===== src/rtl/lsu_mw_if.sv =====
// Data-bus interface between the memory-writeback load/store unit and the
// data memory. The LSU is the master: it raises dbus_req with a stable
// address/write payload and holds it until the slave answers with dbus_ack.
interface lsu_mw_if;
  logic        dbus_req;
  logic        dbus_we;
  logic [31:0] dbus_addr;
  logic [31:0] dbus_wdata;
  logic [3:0]  dbus_wstrb;
  logic        dbus_ack;
  logic [31:0] dbus_rdata;

  modport master (
    output dbus_req, dbus_we, dbus_addr, dbus_wdata, dbus_wstrb,
    input  dbus_ack, dbus_rdata
  );

  modport slave (
    input  dbus_req, dbus_we, dbus_addr, dbus_wdata, dbus_wstrb,
    output dbus_ack, dbus_rdata
  );
endinterface


===== src/rtl/lsu_mw.sv =====
// Load/store unit for the memory-writeback stage.
// Issues one req/ack data-bus transaction per legal memory instruction,
// stalls the pipeline while the transaction is open, returns extended load
// data for writeback, and flags misaligned/illegal accesses and bus timeouts.
module lsu_mw #(
  parameter int unsigned TIMEOUT = 255   // max REQ cycles without ack (1..255)
) (
  input  logic        clk,
  input  logic        rst,          // asynchronous, active-low
  input  logic [4:0]  mem_op_mw,    // [4]=load [3]=store [2:0]=funct3
  input  logic [31:0] addr_mw,
  input  logic [31:0] data_wr_mw,
  output logic        stall_mw,
  output logic [31:0] ld_data_mw,
  output logic        ld_valid_mw,
  output logic        misalign_mw,
  output logic        bus_err_mw,
  lsu_mw_if.master    bus
);

  typedef enum logic [1:0] {
    S_IDLE = 2'd0,
    S_REQ  = 2'd1,
    S_DONE = 2'd2,
    S_ERR  = 2'd3
  } state_t;

  // The counter holds the number of REQ cycles already spent without ack, so
  // the cycle that sees CNT_LAST is the TIMEOUT-th REQ cycle.
  localparam logic [7:0] CNT_LAST = 8'(TIMEOUT - 1);

  state_t      state;
  logic [7:0]  to_cnt;
  logic        is_load_q;
  logic [2:0]  funct3_q;
  logic [1:0]  offset_q;

  // Decode of the instruction currently held in the DE/MW register.
  logic        is_load;
  logic        is_store;
  logic [2:0]  funct3;
  logic        access;
  logic        bad_funct3;
  logic        misaligned;
  logic        go;
  logic [3:0]  wstrb_next;
  logic [31:0] wdata_next;
  logic [31:0] ld_ext;

  assign is_load  = mem_op_mw[4];
  assign is_store = mem_op_mw[3];
  assign funct3   = mem_op_mw[2:0];
  assign access   = is_load ^ is_store;

  // Size is funct3[1:0]; 011 and 11x have no legal meaning.
  assign bad_funct3 = (funct3 == 3'b011) || (funct3[2:1] == 2'b11);
  assign misaligned = ((funct3[1:0] == 2'b01) && addr_mw[0]) ||
                      ((funct3[1:0] == 2'b10) && (addr_mw[1:0] != 2'b00));
  assign go = access && !bad_funct3 && !misaligned;

  // Pipeline-facing combinational flags, forced low while reset is held.
  assign misalign_mw = rst && (state == S_IDLE) &&
                       ((is_load && is_store) ||
                        (access && (bad_funct3 || misaligned)));
  assign stall_mw    = rst && (((state == S_IDLE) && go) || (state == S_REQ));

  // Store lane steering: replicate the data and enable only the addressed lanes.
  always_comb begin
    // NOTE: every output of a combinational block gets a default first so no
    // path through the case leaves it unassigned (which would infer a latch).
    wstrb_next = 4'b0000;
    wdata_next = data_wr_mw;
    case (funct3[1:0])
      2'b00: begin
        wstrb_next = 4'b0001 << addr_mw[1:0];
        wdata_next = {4{data_wr_mw[7:0]}};
      end
      2'b01: begin
        wstrb_next = addr_mw[1] ? 4'b1100 : 4'b0011;
        wdata_next = {2{data_wr_mw[15:0]}};
      end
      2'b10: begin
        wstrb_next = 4'b1111;
        wdata_next = data_wr_mw;
      end
      default: begin
        wstrb_next = 4'b0000;
        wdata_next = data_wr_mw;
      end
    endcase
  end

  // Load lane selection and sign/zero extension from the captured size/offset.
  always_comb begin
    logic [7:0]  rd_byte;
    logic [15:0] rd_half;
    rd_byte = 8'h00;
    rd_half = 16'h0000;
    ld_ext  = bus.dbus_rdata;
    case (offset_q)
      2'd0:    rd_byte = bus.dbus_rdata[7:0];
      2'd1:    rd_byte = bus.dbus_rdata[15:8];
      2'd2:    rd_byte = bus.dbus_rdata[23:16];
      default: rd_byte = bus.dbus_rdata[31:24];
    endcase
    rd_half = offset_q[1] ? bus.dbus_rdata[31:16] : bus.dbus_rdata[15:0];
    case (funct3_q)
      3'b000:  ld_ext = {{24{rd_byte[7]}}, rd_byte};
      3'b001:  ld_ext = {{16{rd_half[15]}}, rd_half};
      3'b100:  ld_ext = {24'h000000, rd_byte};
      3'b101:  ld_ext = {16'h0000, rd_half};
      default: ld_ext = bus.dbus_rdata;
    endcase
  end

  // Transaction FSM with registered bus and result outputs.
  always_ff @(posedge clk or negedge rst) begin
    // NOTE: sequential state uses non-blocking assignments, and the async
    // reset clears every register here, so dbus_req drops the moment rst falls.
    if (!rst) begin
      state          <= S_IDLE;
      to_cnt         <= 8'd0;
      is_load_q      <= 1'b0;
      funct3_q       <= 3'b000;
      offset_q       <= 2'b00;
      bus.dbus_req   <= 1'b0;
      bus.dbus_we    <= 1'b0;
      bus.dbus_addr  <= 32'h0;
      bus.dbus_wdata <= 32'h0;
      bus.dbus_wstrb <= 4'b0000;
      ld_data_mw     <= 32'h0;
      ld_valid_mw    <= 1'b0;
      bus_err_mw     <= 1'b0;
    end else begin
      ld_valid_mw <= 1'b0;
      bus_err_mw  <= 1'b0;
      case (state)
        S_IDLE: begin
          if (go) begin
            state          <= S_REQ;
            to_cnt         <= 8'd0;
            is_load_q      <= is_load;
            funct3_q       <= funct3;
            offset_q       <= addr_mw[1:0];
            bus.dbus_req   <= 1'b1;
            bus.dbus_we    <= is_store;
            bus.dbus_addr  <= {addr_mw[31:2], 2'b00};
            bus.dbus_wdata <= is_store ? wdata_next : 32'h0;
            bus.dbus_wstrb <= is_store ? wstrb_next : 4'b0000;
          end
        end
        S_REQ: begin
          // An ack on the final allowed cycle still completes the access.
          if (bus.dbus_ack) begin
            state          <= S_DONE;
            bus.dbus_req   <= 1'b0;
            bus.dbus_we    <= 1'b0;
            bus.dbus_wstrb <= 4'b0000;
            if (is_load_q) begin
              ld_data_mw  <= ld_ext;
              ld_valid_mw <= 1'b1;
            end
          end else if (to_cnt == CNT_LAST) begin
            state          <= S_ERR;
            bus.dbus_req   <= 1'b0;
            bus.dbus_we    <= 1'b0;
            bus.dbus_wstrb <= 4'b0000;
            bus_err_mw     <= 1'b1;
            ld_data_mw     <= 32'h0;
          end else begin
            to_cnt <= to_cnt + 8'd1;
          end
        end
        S_DONE:  state <= S_IDLE;
        S_ERR:   state <= S_IDLE;
        default: state <= S_IDLE;
      endcase
    end
  end

endmodule


===== src/flat_wrapper.sv =====
// flat-port wrapper written by rule: the top's interface ports become plain ports
module lsu_mw_flat 
#(
  parameter int unsigned TIMEOUT = 255                                         
)
  (clk, rst, mem_op_mw, addr_mw, data_wr_mw, stall_mw, ld_data_mw, ld_valid_mw, misalign_mw, bus_err_mw, bus_dbus_req, bus_dbus_we, bus_dbus_addr, bus_dbus_wdata, bus_dbus_wstrb, bus_dbus_ack, bus_dbus_rdata);
  lsu_mw_if bus_i ();
  input  logic clk;
  input  logic rst;
  input  logic [4:0] mem_op_mw;
  input  logic [31:0] addr_mw;
  input  logic [31:0] data_wr_mw;
  output logic stall_mw;
  output logic [31:0] ld_data_mw;
  output logic ld_valid_mw;
  output logic misalign_mw;
  output logic bus_err_mw;
  output wire logic [$bits(bus_i.dbus_req)-1:0] bus_dbus_req;
  output wire logic [$bits(bus_i.dbus_we)-1:0] bus_dbus_we;
  output wire logic [$bits(bus_i.dbus_addr)-1:0] bus_dbus_addr;
  output wire logic [$bits(bus_i.dbus_wdata)-1:0] bus_dbus_wdata;
  output wire logic [$bits(bus_i.dbus_wstrb)-1:0] bus_dbus_wstrb;
  input wire logic [$bits(bus_i.dbus_ack)-1:0] bus_dbus_ack;
  input wire logic [$bits(bus_i.dbus_rdata)-1:0] bus_dbus_rdata;
  assign bus_dbus_req = bus_i.dbus_req;
  assign bus_dbus_we = bus_i.dbus_we;
  assign bus_dbus_addr = bus_i.dbus_addr;
  assign bus_dbus_wdata = bus_i.dbus_wdata;
  assign bus_dbus_wstrb = bus_i.dbus_wstrb;
  assign bus_i.dbus_ack = bus_dbus_ack;
  assign bus_i.dbus_rdata = bus_dbus_rdata;
  lsu_mw #(.TIMEOUT(TIMEOUT)) u_core (.clk(clk), .rst(rst), .mem_op_mw(mem_op_mw), .addr_mw(addr_mw), .data_wr_mw(data_wr_mw), .stall_mw(stall_mw), .ld_data_mw(ld_data_mw), .ld_valid_mw(ld_valid_mw), .misalign_mw(misalign_mw), .bus_err_mw(bus_err_mw), .bus(bus_i));
endmodule

===== config.mk =====
export PLATFORM = sky130hd
export DESIGN_NAME = lsu_mw_flat
export DESIGN_NICKNAME = d
export VERILOG_FILES = /design/src/rtl/lsu_mw_if.sv /design/src/rtl/lsu_mw.sv /design/src/flat_wrapper.sv
export SDC_FILE = /design/constraint.sdc
export NUM_CORES = 1
export LEC_CHECK = 0
export BUFFER_PORTS_ARGS = -buffer_cell sky130_fd_sc_hd__buf_4
export CORE_ASPECT_RATIO = 1.75
export CORE_MARGIN = 2
export CORE_UTILIZATION = 36
export CTS_BUF_LIST = sky130_fd_sc_hd__clkbuf_8
export CTS_CLUSTER_DIAMETER = 200
export DETAILED_ROUTE_END_ITERATION = 10
export GPL_TIMING_DRIVEN = 1
export PLACE_DENSITY = 0.74
export RECOVER_POWER = 25
export REMOVE_ABC_BUFFERS = 1
export SLEW_MARGIN = 20
export SYNTH_ARGS = -nofsm -noshare
export SYNTH_HDL_FRONTEND = slang
export SYNTH_SLANG_ARGS = --single-unit

===== constraint.sdc =====
create_clock -name clk -period 3.7 [get_ports clk]
set_clock_uncertainty 0.15 [all_clocks]
set_input_delay 0.74 -clock clk [delete_from_list [all_inputs] [get_ports clk]]
set_output_delay 0.74 -clock clk [all_outputs]
set_load 0.05 [all_outputs]

==> results of run 1 <==
-- logic make-up (layout without fill, tap and decap cells) --
kind of cell             count (synthesis)  in the layout
AND/OR/NAND/NOR                        231            231
AO/OA/AOI/OAI                          121            121
flip-flops                             118            118
buffers and inverters                   49            256
multiplexers                            32             32
adder cells (fa/ha/maj)                  3              3
XOR/XNOR                                 2              2
other                                    1              2
-- worst max path at each step --
stage / from / to / slack [ns] / cells after the start
global placement: mem_op_mw[3] / stall_mw / 0.67 / 6
CTS: mem_op_mw[3] / stall_mw / 0.65 / 6
finish: mem_op_mw[3] / stall_mw / 0.63 / 6
detailed placement: mem_op_mw[0] / stall_mw / 0.65 / 5
global route: mem_op_mw[3] / stall_mw / 0.61 / 6
floorplan: addr_mw[0] / u_core.offset_q[1] / -0.49 / 3
-- per-stage QoR --
stage	utilization (%)	total power [mW]	instance area, µm²	TNS [ns]
finish	50.5	6.11	7540	0
CTS	50.9	6.22	7590	0
global route	50.5	6.41	7540	0
global placement	48.2	4.96	7190	0
floorplan	-	3.96	5310	-26.32
detailed placement	48.2	5.00	7190	0
-- synth_stat cells, types with 2 or more instances --
cell,count
a21o_1,3
o31ai_1,17
mux2i_1,31
or3_1,2
a21oi_1,10
o22ai_1,8
o2bb2ai_1,7
nand2_1,164
a22o_1,7
nor3b_1,2
nor2_2,2
and3_1,3
ha_1,3
xnor2_1,2
nor2_1,17
a211oi_1,10
buf_6,3
nand4_1,4
o21ai_0,19
o21a_1,2
inv_2,2
nand2b_1,3
a2bb2oi_1,7
buf_2,13
o211ai_1,2
buf_1,4
a221o_1,23
clkbuf_1,17
nor2b_1,3
dfrtp_1,118
inv_1,7
nand3_1,22
buf_4,3
-- state kept, by name, summed over array words and instances, names as in the netlist, 2 cells and up --
| signal | count |
|---|---|
| u_core.bus.dbus_wdata | 32 |
| u_core.bus.dbus_wstrb | 4 |
| u_core.bus.dbus_addr | 30 |
| u_core.ld_data_mw | 32 |
| u_core.funct3_q | 3 |
| u_core.state | 2 |
| u_core.to_cnt | 8 |
| u_core.offset_q | 2 |
-- per-layer routing --
layer / part of all wire, % / vias up / wire [µm]
met1: 39 / 2366 / 6050
met3: 5.4 / 19 / 847
met4: 1.8 / 0 / 281
li1: - / 2351 / -
met2: 54 / 167 / 8450
met5: 0 / - / 0
-- worst max-delay path, cell delays in order --
cell     delay (ns)
buf_4          0.19
ha_1           0.35
nor2b_1        0.16
a221o_1        0.35
and3_1         0.20
buf_4          0.19
-- area by class of cell --
| cell class | count | share of cell area [%] |
|---|---|---|
| clock buffers | 17 | 3.10 |
| clock inverters | 15 | 2.17 |
| well taps | 183 | 3.04 |
| inverters | 9 | 0.448 |
| repair buffers | 215 | 21.1 |
| multi-input cells | 391 | 30.9 |
| flip-flops and latches | 118 | 39.2 |
-- power by group through the flow --
stage | registers (mW) | clock network [mW] | logic (mW)
after floorplan | 3.32 | 0 | 0.644
after global placement | 2.00 | 0 | 2.96
after detailed placement | 2.01 | 0 | 2.99
after CTS | 2.00 | 1.23 | 2.99
after global routing | 2.05 | 1.28 | 3.08
final | 1.99 | 1.20 | 2.93
==> out/metrics.cfg, run 1 <==
[sta]
finalCriticalPeriod_ns = 3.07
worst_pin_slew_ns = 0.813
finalWorstSetupSlack_ns = 0.634
finalSetupViolCount = 0
slew_headroom_pct = 45.8
max_freq_ghz = 0.326
rsz0062_at_grt = no
finalHoldViolCount = 0
timing.hold.ws_ns = 0.0877
fin_crit_sh_pct = 82.9
maxSlewViolCount = 0

[synthesis]
syn_avg_cell_area_um2 = 9.89
ys_warn_count = 0
synth_edf_count = 0
synth_simple_gate_area_share_pct = 18.1
yosysTopAreaCell = dfrtp_1
ys_async_sr_fraction_pct = 100
syn_area_um2 = 5510
ys_seq_elements = 118
synth-adder-area-share_pct = 0.681
synth_top_area_share_pct = 53.6
synth_cell_types = 50
seq_area_frac_synth_pct = 53.6
synthTopCellsByArea = dfrtp_1 (54%), nand2_1 (11%), mux2i_1 (5.6%)
synth-main-ff-cell = dfrtp_1
synth_xor_area_share_pct = 0.318
synth_mux_area_share_pct = 6.04
syn_inst = 557
synth-compound-area-share_pct = 17.0
synth_top_family_by_area = simple AND/OR/NAND/NOR gates

[routing]
ant_nets = 0
drc_errors = 0
drt-initial-drc-count = 218
totalWireLength_um = 15600
via_per_inst = 5.17
drt_first_pass_iters = 4
num_vias = 4903
routedWlPerCell_um = 16.5

[clocking]
cts_setup_buffers = 0
cts_htree_levels = 4
cts_hold_buf = 0
path_clk_slew_ns = 0.08
clock_latency_ns = 0.41
cts_buffers = 17
clockRootBuffer = clkbuf_8
clock-sinks = 118
ctsResizeCount = 0
clock_path_buffers = 2
cts_tree = yes

[global_route]
grt_util_met3_pct = 5.13
grt_pass1_vias = 4989
grt_first_pass_wirelength_um = 25200
gr-total-overflow = 0
grt_start_max_net_pins = 65
use_met2_pct = 34.3
gr-usage-met1_pct = 21.6
grtUsageTotal_pct = 18.9
antenna_found_initial = 0
grt.busiest_layer = met2

[min_path]
hp-class = input port to asynchronous set/reset pin

[pwr]
p_int_mw = 3.27
power_density_nw_per_um2 = 811
vdd_ir_drop_max_uv = 383
p_leak_nw = 3.83
seqPwrFrac_pct = 32.6
combPwrFrac_pct = 47.9
p_sw_mw = 2.85
power_frac_clock_pct = 19.6
swShare_pct = 46.6

[placement]
dp_cells = 916
place_ws_ns = 0.647
dp_hpwl_um = 11300
place.gp.congestion = 0.847
port_buffers = 207

[critical_path]
regToRegSetupSlack_ns = 1.29
ff2ff_path_depth = 6
cp.required_ns = 2.81
startpoint_type = input port
cp-end-kind = output pin
r2r_end = u_core.ld_data_mw[18]
rr_startpoint = u_core.state[1]
path_class = input port to output pin
crit_arrival_ns = 2.18
critPathMaxFanout = 19

[floorplan]
die_h_um = 168
die_w_um = 97.5
num_rows = 59
start_util_pct = 36.9
die-area_um2 = 16300
core_area_um2 = 14900
ioPinCount = 210

[final_layout]
final_cell_mix = buf_4 (201), nand2_1 (164), dfrtp_1 (118)
layout-drive-gt1-share_pct = 32.0
diodes = 0
register_area_um2 = 2950
nets = 859
multi_input_area_um2 = 2330
final_common_cell = buf_4
fillCellCount = 1444
fin_cells = 948
syn_to_final_growth_pct = 36.8

[status]
status = completed

[job]
cap_viol_max_count = 0

Note: power is estimated with default switching activity, not from simulation.
==> run 2: changes to the inputs <==
--- a/config.mk
+++ b/config.mk
@@ -13,7 +13,7 @@
 export CTS_CLUSTER_DIAMETER = 200
 export DETAILED_ROUTE_END_ITERATION = 10
 export GPL_TIMING_DRIVEN = 1
-export PLACE_DENSITY = 0.74
+export PLACE_DENSITY = 0.76
 export RECOVER_POWER = 25
 export REMOVE_ABC_BUFFERS = 1
 export SLEW_MARGIN = 20
==> constraint.sdc (replaced) <==
create_clock -name clk -period 2.55 [get_ports clk]
set_clock_uncertainty 0.15 [all_clocks]
set_input_delay 0.51 -clock clk [delete_from_list [all_inputs] [get_ports clk]]
set_output_delay 0.51 -clock clk [all_outputs]
set_load 0.05 [all_outputs]
==> run 2 against run 1 <==
Effect of this change:
- the run now ends with capacitance limit, slew limit left
- combinational power grew 49%
- first-iteration DRC count grew 29%
- critical path depth is the same
- clock-buffer cell count grew 1
- power grew 48%
- worst hold slack gained 0.029 ns
- sequential share of layout area shrank 0.91 points
- worst setup slack lost 0.55 ns
==> out/metrics.cfg, run 2 (synthesis gave the netlist of run 1 again) <==
[sta]
fin_crit_sh_pct = 96.6
finalHoldViolCount = 0  ; unchanged
finalCriticalPeriod_ns = 2.46
tns_ns = 0  ; unchanged
finalSetupViolCount = 0  ; unchanged
maxSlewViolCount = 119  ; was 0
rsz0062_at_grt = no  ; unchanged
slew_headroom_pct = -9.53  ; was 45.8%
timing.hold.ws_ns = 0.116  ; was 0.0877 ns
finalWorstSetupSlack_ns = 0.0860  ; was 0.634 ns
max_freq_ghz = 0.406
worst_pin_slew_ns = 1.64  ; was 0.813 ns

[pwr]
power.total_mw = 9.06  ; was 6.11 mW
p_leak_nw = 3.94  ; was 3.83 nW
vdd_ir_drop_max_uv = 614  ; was 383 µV
power_density_nw_per_um2 = 1170  ; was 811 nW/µm²

[critical_path]
r2r_end = u_core.ld_data_mw[23]  ; was u_core.ld_data_mw[18]
rr_startpoint = u_core.to_cnt[0]  ; was u_core.state[1]
regToRegSetupSlack_ns = 0.51  ; was 1.29 ns
cp-end-kind = output pin  ; unchanged
startpoint_type = input port  ; unchanged
cp.required_ns = 1.89  ; was 2.81 ns
critPathMaxFanout = 4  ; was 19
crit_arrival_ns = 1.80  ; was 2.18 ns
startpoint = mem_op_mw[3]  ; unchanged
path_class = input port to output pin  ; unchanged
endpoint = stall_mw  ; unchanged
ff2ff_path_depth = 7  ; was 6

[clocking]
cts_hold_buf = 0  ; unchanged
cts_tree = yes  ; unchanged
clock_path_buffers = 2  ; unchanged
clock-sinks = 118  ; unchanged
clock_latency_ns = 0.42  ; was 0.41 ns
cts_htree_levels = 4  ; unchanged
clockRootBuffer = clkbuf_8  ; unchanged
path_clk_slew_ns = 0.08  ; about the same
cts_setup_buffers = 0  ; unchanged
ctsResizeCount = 0  ; unchanged
cts_buffers = 17  ; unchanged

[min_path]
hp-class = input port to flip-flop  ; was input port to asynchronous set/reset pin

[final_layout]
nets = 871  ; was 859
fillCellCount = 1392  ; was 1444
multi_input_area_um2 = 2340  ; was 2330 µm²
final_common_cell = buf_4  ; unchanged
fin_cells = 960  ; was 948
diodes = 0  ; unchanged
layout-drive-gt1-share_pct = 34.9  ; was 32.0%
syn_to_final_growth_pct = 40.1  ; was 36.8%
final_cell_mix = buf_4 (222), nand2_1 (164), dfrtp_1 (118)  ; was buf_4 (201), nand2_1 (164), dfrtp_1 (118)
register_area_um2 = 2950  ; unchanged
top_regs = u_core.bus.dbus_wdata (32), u_core.ld_data_mw (32), u_core.bus.dbus_addr (30)  ; unchanged

[placement]
dp_hpwl_um = 11400  ; was 11300 µm
place_ws_ns = 0.0952  ; was 0.647 ns
place.gp.congestion = 0.813  ; was 0.847
dp_cells = 928  ; was 916
port_buffers = 207  ; unchanged

[routing]
totalWireLength_um = 15700  ; was 15600 µm
routedWlPerCell_um = 16.4  ; was 16.5 µm
drc_errors = 0  ; unchanged
via_per_inst = 5.20  ; was 5.17
drt_first_pass_iters = 5  ; was 4
num_vias = 4995  ; was 4903
ant_nets = 0  ; unchanged
drt-initial-drc-count = 281  ; was 218

[floorplan]
ioPinCount = 210  ; unchanged
core_area_um2 = 14900  ; unchanged
start_util_pct = 36.9  ; unchanged
die-area_um2 = 16300  ; unchanged
die_h_um = 168  ; unchanged
die_w_um = 97.5  ; unchanged
num_rows = 59  ; unchanged

[global_route]
grt_start_max_net_pins = 119  ; was 65
grtUsageTotal_pct = 19.3  ; was 18.9%
grt_first_pass_wirelength_um = 25700  ; was 25200 µm
antenna_found_initial = 0  ; unchanged
gr-total-overflow = 0  ; unchanged
grt_pass1_vias = 5035  ; was 4989

[status]
violations = capacitance limit, slew limit
status = finished with violations  ; was completed

[job]
cap_viol_max_count = 1  ; was 0

## run 2: changes by cell type in the layout (fill, tap and decap cells not counted)
cell / change
buf_12: +1
buf_4: +21
clkbuf_1: -11
clkbuf_4: +1
clkbuf_8: +1
clkinv_2: -5
clkinvlp_4: +3
inv_1: -2
inv_2: +1
inv_6: +2
nor3_1: -1
nor3_4: +1
## run 2: critical path: stages
cell	delay (ns)
buf_4	0.12
ha_1	0.33
nor2b_1	0.14
a221o_1	0.33
and3_1	0.18
buf_4	0.18
## run 2: layout make-up
| cell class | count | area share, % |
|---|---|---|
| Multi-Input combinational cell | 391 | 30.3 |
| Clock inverter | 14 | 2.27 |
| Timing Repair Buffer | 227 | 22.5 |
| Sequential cell | 118 | 38.3 |
| Tap cell | 183 | 2.97 |
| Clock buffer | 18 | 3.21 |
| Inverter | 9 | 0.438 |
## run 2: through the flow
step | instance area [µm²] | util, %
after floorplan | 5310 | -
after global placement | 7310 | 49.0
after detailed placement | 7310 | 49.0
after CTS | 7730 | 51.8
after global routing | 7720 | 51.8
final | 7720 | 51.8
## run 2: power breakdown
group	switching, mW	internal, mW	total (mW)
Sequential	0.382	2.48	2.86
Clock	0.839	1.00	1.84
Combinational	2.97	1.39	4.37
## run 2: worst min path at each step
stage / start / end / slack (ns) / cells past startpoint
after floorplan: rst / u_core.bus.dbus_addr[10] / 0.06 / 0
after global placement: u_core.bus.dbus_wdata[3] / u_core.bus.dbus_wdata[3] / 0.30 / 2
after detailed placement: u_core.bus.dbus_wdata[5] / u_core.bus.dbus_wdata[5] / 0.31 / 2
after CTS: rst / u_core.bus.dbus_wdata[13] / 0.06 / 2
after global routing: addr_mw[18] / u_core.bus.dbus_addr[18] / 0.09 / 3
final: addr_mw[7] / u_core.bus.dbus_addr[7] / 0.12 / 3
## run 2: metal layers
metal / GRT usage (%) / vias to the layer above / part of all wire (%)
li1: - / 2382 / -
met1: 22.6 / 2420 / 39
met2: 33.7 / 179 / 53
met3: 5.55 / 14 / 6.7
met4: 6.70 / 0 / 1.4
met5: 0 / - / 0
==> run 3: changes to the inputs <==
--- a/config.mk
+++ b/config.mk
@@ -5,15 +5,16 @@
 export SDC_FILE = /design/constraint.sdc
 export NUM_CORES = 1
 export LEC_CHECK = 0
+export ABC_AREA = 1
 export BUFFER_PORTS_ARGS = -buffer_cell sky130_fd_sc_hd__buf_4
 export CORE_ASPECT_RATIO = 1.75
 export CORE_MARGIN = 2
-export CORE_UTILIZATION = 36
+export CORE_UTILIZATION = 47
 export CTS_BUF_LIST = sky130_fd_sc_hd__clkbuf_8
 export CTS_CLUSTER_DIAMETER = 200
 export DETAILED_ROUTE_END_ITERATION = 10
 export GPL_TIMING_DRIVEN = 1
-export PLACE_DENSITY = 0.76
+export PLACE_DENSITY = 0.91
 export RECOVER_POWER = 25
 export REMOVE_ABC_BUFFERS = 1
 export SLEW_MARGIN = 20
==> run 3 against run 2 <==
Effect of this change:
- the run now ends clean
- die area fell by 18%
- utilization up 13 points
- power increased by 21%
- via count rose by 19%
- clock power shrank 11%
- largest cell class unchanged
- largest power group unchanged
==> out/metrics.cfg, run 3 <==
[status]
status = completed  ; was finished with violations

[sta]
finalSetupViolCount = 0  ; unchanged
rsz0062_at_grt = no  ; unchanged
finalHoldViolCount = 0  ; unchanged
max_freq_ghz = 0.415  ; was 0.406 GHz
slew_headroom_pct = 9.42  ; was -9.53%
worst_pin_slew_ns = 1.36  ; was 1.64 ns
fin_crit_sh_pct = 94.6  ; was 96.6%
maxSlewViolCount = 0  ; was 119
timing.hold.ws_ns = 0.142  ; was 0.116 ns
finalCriticalPeriod_ns = 2.41  ; was 2.46 ns
tns_ns = 0  ; unchanged

[critical_path]
startpoint = mem_op_mw[3]  ; unchanged
rr_startpoint = u_core.state[0]  ; was u_core.to_cnt[0]
ff2ff_path_depth = 4  ; was 7
path_buf_inv = 4  ; was 2
regToRegSetupSlack_ns = 0.42  ; was 0.51 ns
startpoint_type = input port  ; unchanged
path_cells = buf_4 -> ha_1 -> inv_1 -> nor2_2 -> nand3_4 -> a21boi_1 -> buf_4 -> buf_4  ; was buf_4 -> ha_1 -> nor2b_1 -> a221o_1 -> and3_1 -> buf_4
path_class = input port to output pin  ; unchanged
cp-end-kind = output pin  ; unchanged
critPathMaxFanout = 3  ; was 4
crit_arrival_ns = 1.75  ; was 1.80 ns
cpLargestDelayFamily = buffers and inverters  ; was adder cells
crit_slowest_cell = ha_1  ; unchanged
cp.required_ns = 1.89  ; about the same
max_stage_delay_ns = 0.32  ; was 0.33 ns
cp.depth = 8  ; was 6
r2r_end = u_core.bus.dbus_wdata[0]  ; was u_core.ld_data_mw[23]
crit_top_cell = buf_4  ; unchanged
endpoint = stall_mw  ; unchanged

[routing]
num_vias = 5951  ; was 4995
totalWireLength_um = 17200  ; was 15700 µm
via_per_inst = 5.14  ; was 5.20
drt-initial-drc-count = 319  ; was 281
routedWlPerCell_um = 14.9  ; was 16.4 µm
drt_first_pass_iters = 5  ; unchanged
ant_nets = 0  ; unchanged
drc_errors = 0  ; unchanged

[floorplan]
num_rows = 54  ; was 59
ioPinCount = 210  ; unchanged
die-area_um2 = 13500  ; was 16300 µm²
die_w_um = 88.6  ; was 97.5 µm
core_area_um2 = 12400  ; was 14900 µm²
start_util_pct = 47.6  ; was 36.9%
die_h_um = 152  ; was 168 µm

[placement]
place_area_um2 = 7640  ; was 7310 µm²
dp_hpwl_um = 12300  ; was 11400 µm
place.gp.congestion = 0.943  ; was 0.813
port_buffers = 207  ; unchanged

[clocking]
clock_latency_ns = 0.43  ; was 0.42 ns
cts_htree_levels = 4  ; unchanged
clock-sinks = 118  ; unchanged
cts_setup_buffers = 0  ; unchanged
cts_buffers = 17  ; unchanged
clockRootBuffer = clkbuf_8  ; unchanged
cts_tree = yes  ; unchanged
clock_path_buffers = 2  ; unchanged
path_clk_slew_ns = 0.08  ; about the same

[synthesis]
synth-compound-area-share_pct = 9.10  ; was 17.0%
synth_cell_types = 31  ; was 50
yosys-top-cells-count = nand2_1 (272), dfrtp_1 (118), nand3_1 (97), nor2_1 (63), inv_1 (44)  ; was nand2_1 (164), dfrtp_1 (118), mux2i_1 (31), a221o_1 (23), nand3_1 (22)
synth_mux_area_share_pct = 0  ; was 6.04%
syn_inst = 774  ; was 557
synth_top_family_by_area = simple AND/OR/NAND/NOR gates  ; unchanged
syn_area_um2 = 5880  ; was 5510 µm²
ys_seq_elements = 118  ; unchanged
synth_top_area_share_pct = 50.2  ; was 53.6%
ys_async_sr_fraction_pct = 100  ; unchanged
ys_warn_count = 0  ; unchanged
syn_avg_cell_area_um2 = 7.60  ; was 9.89 µm²
synth_edf_count = 0  ; unchanged
yosysTopAreaCell = dfrtp_1  ; unchanged
seq_area_frac_synth_pct = 50.2  ; was 53.6%
synth_xor_area_share_pct = 0.447  ; was 0.318%
synth-main-ff-cell = dfrtp_1  ; unchanged
synth-adder-area-share_pct = 0.638  ; was 0.681%
synthTopCellsByArea = dfrtp_1 (50%), nand2_1 (17%), nand3_1 (8.3%)  ; was dfrtp_1 (54%), nand2_1 (11%), mux2i_1 (5.6%)
synth_most_common_cell = nand2_1  ; unchanged
synth_simple_gate_area_share_pct = 32.6  ; was 18.1%

[final_layout]
layout-drive-gt1-share_pct = 28.0  ; was 34.9%
top_regs = u_core.bus.dbus_wdata (32), u_core.ld_data_mw (32), u_core.bus.dbus_addr (30)  ; unchanged
fillCellCount = 1061  ; was 1392
nets = 1084  ; was 871
finish.instance_area_um2 = 8020  ; was 7720 µm²
syn_to_final_growth_pct = 36.3  ; was 40.1%
diodes = 0  ; unchanged
fin_util_pct = 64.9  ; was 51.8%
final_cell_mix = nand2_1 (272), buf_4 (224), dfrtp_1 (118)  ; was buf_4 (222), nand2_1 (164), dfrtp_1 (118)
final_common_cell = nand2_1  ; was buf_4

[global_route]
gr-total-overflow = 0  ; unchanged
antenna_found_initial = 0  ; unchanged
grt_pass1_vias = 5708  ; was 5035
grtUsageTotal_pct = 26.0  ; was 19.3%
grt_start_max_net_pins = 108  ; was 119
grt_first_pass_wirelength_um = 27400  ; was 25700 µm

[job]
cap_viol_max_count = 0  ; was 1

[min_path]
hp-class = input port to flip-flop  ; unchanged

[pwr]
power.total_mw = 10.9  ; was 9.06 mW
power_density_nw_per_um2 = 1360  ; was 1170 nW/µm²
vdd_ir_drop_max_uv = 770  ; was 614 µV
p_leak_nw = 4.40  ; was 3.94 nW

run 3: cells by family (layout without fill, tap and decap cells):
logic type,after synthesis,count (layout)
compound gates,99,99
xor+xnor,3,3
fa+ha+maj,3,3
buf+inv,95,310
flops,118,118
other cells,1,2
simple gates,455,455
run 3: worst min path at each step:
stage | start | endpoint | depth (start not counted)
detailed placement | rst | u_core.is_load_q | 1
floorplan | rst | u_core.bus.dbus_addr[10] | 0
CTS | addr_mw[23] | u_core.bus.dbus_addr[23] | 3
global placement | rst | u_core.is_load_q | 1
global route | addr_mw[12] | u_core.bus.dbus_addr[12] | 3
finish | addr_mw[23] | u_core.bus.dbus_addr[23] | 3
run 3: final cells by class:
cell class	instances	area [µm²]	area share (%)
clock buffers	17	234	2.92
clock inverters	15	145	1.81
inverters	49	184	2.29
multi-input cells	562	2530	31.5
flip-flops and latches	118	2950	36.8
well taps	168	210	2.62
repair buffers	229	1760	22.0
run 3: per-layer routing:
layer	up-vias	wire length [µm]	global-route usage [%]
met5	-	0	0
li1	2899	-	-
met2	244	9380	46.0
met1	2767	6240	29.2
met4	0	506	10.2
met3	41	1080	6.52
run 3: repair_timing:
| action | 4_1_cts | 5_1_grt |
|---|---|---|
| hold buffers | 1 | 0 |
| endpoints found under the setup margin | 0 | 1 |
| resized for setup | 0 | 2 |
| endpoints found under the hold margin | 11 | 0 |
run 3: power by group:
group	total [mW]	internal (mW)	switching [mW]
Combinational	6.14	1.77	4.37
Clock	1.63	0.790	0.841
Sequential	3.15	2.65	0.498
run 3: through the flow:
step           setup WS, ns  cells
3_5_place_dp         0.0987   1125
6_report              0.139   1158
5_1_grt              0.0545   1158
2_1_floorplan         -1.65    729
4_1_cts              0.0548   1158
3_3_place_gp         0.0965   1125
run 3: worst reg2reg max path: stages, from the launching register on:
cell and delay (ns):
dfrtp_1 0.42, nor2_4 0.16, buf_4 0.44, nand4_2 0.50, o21ai_0 0.36
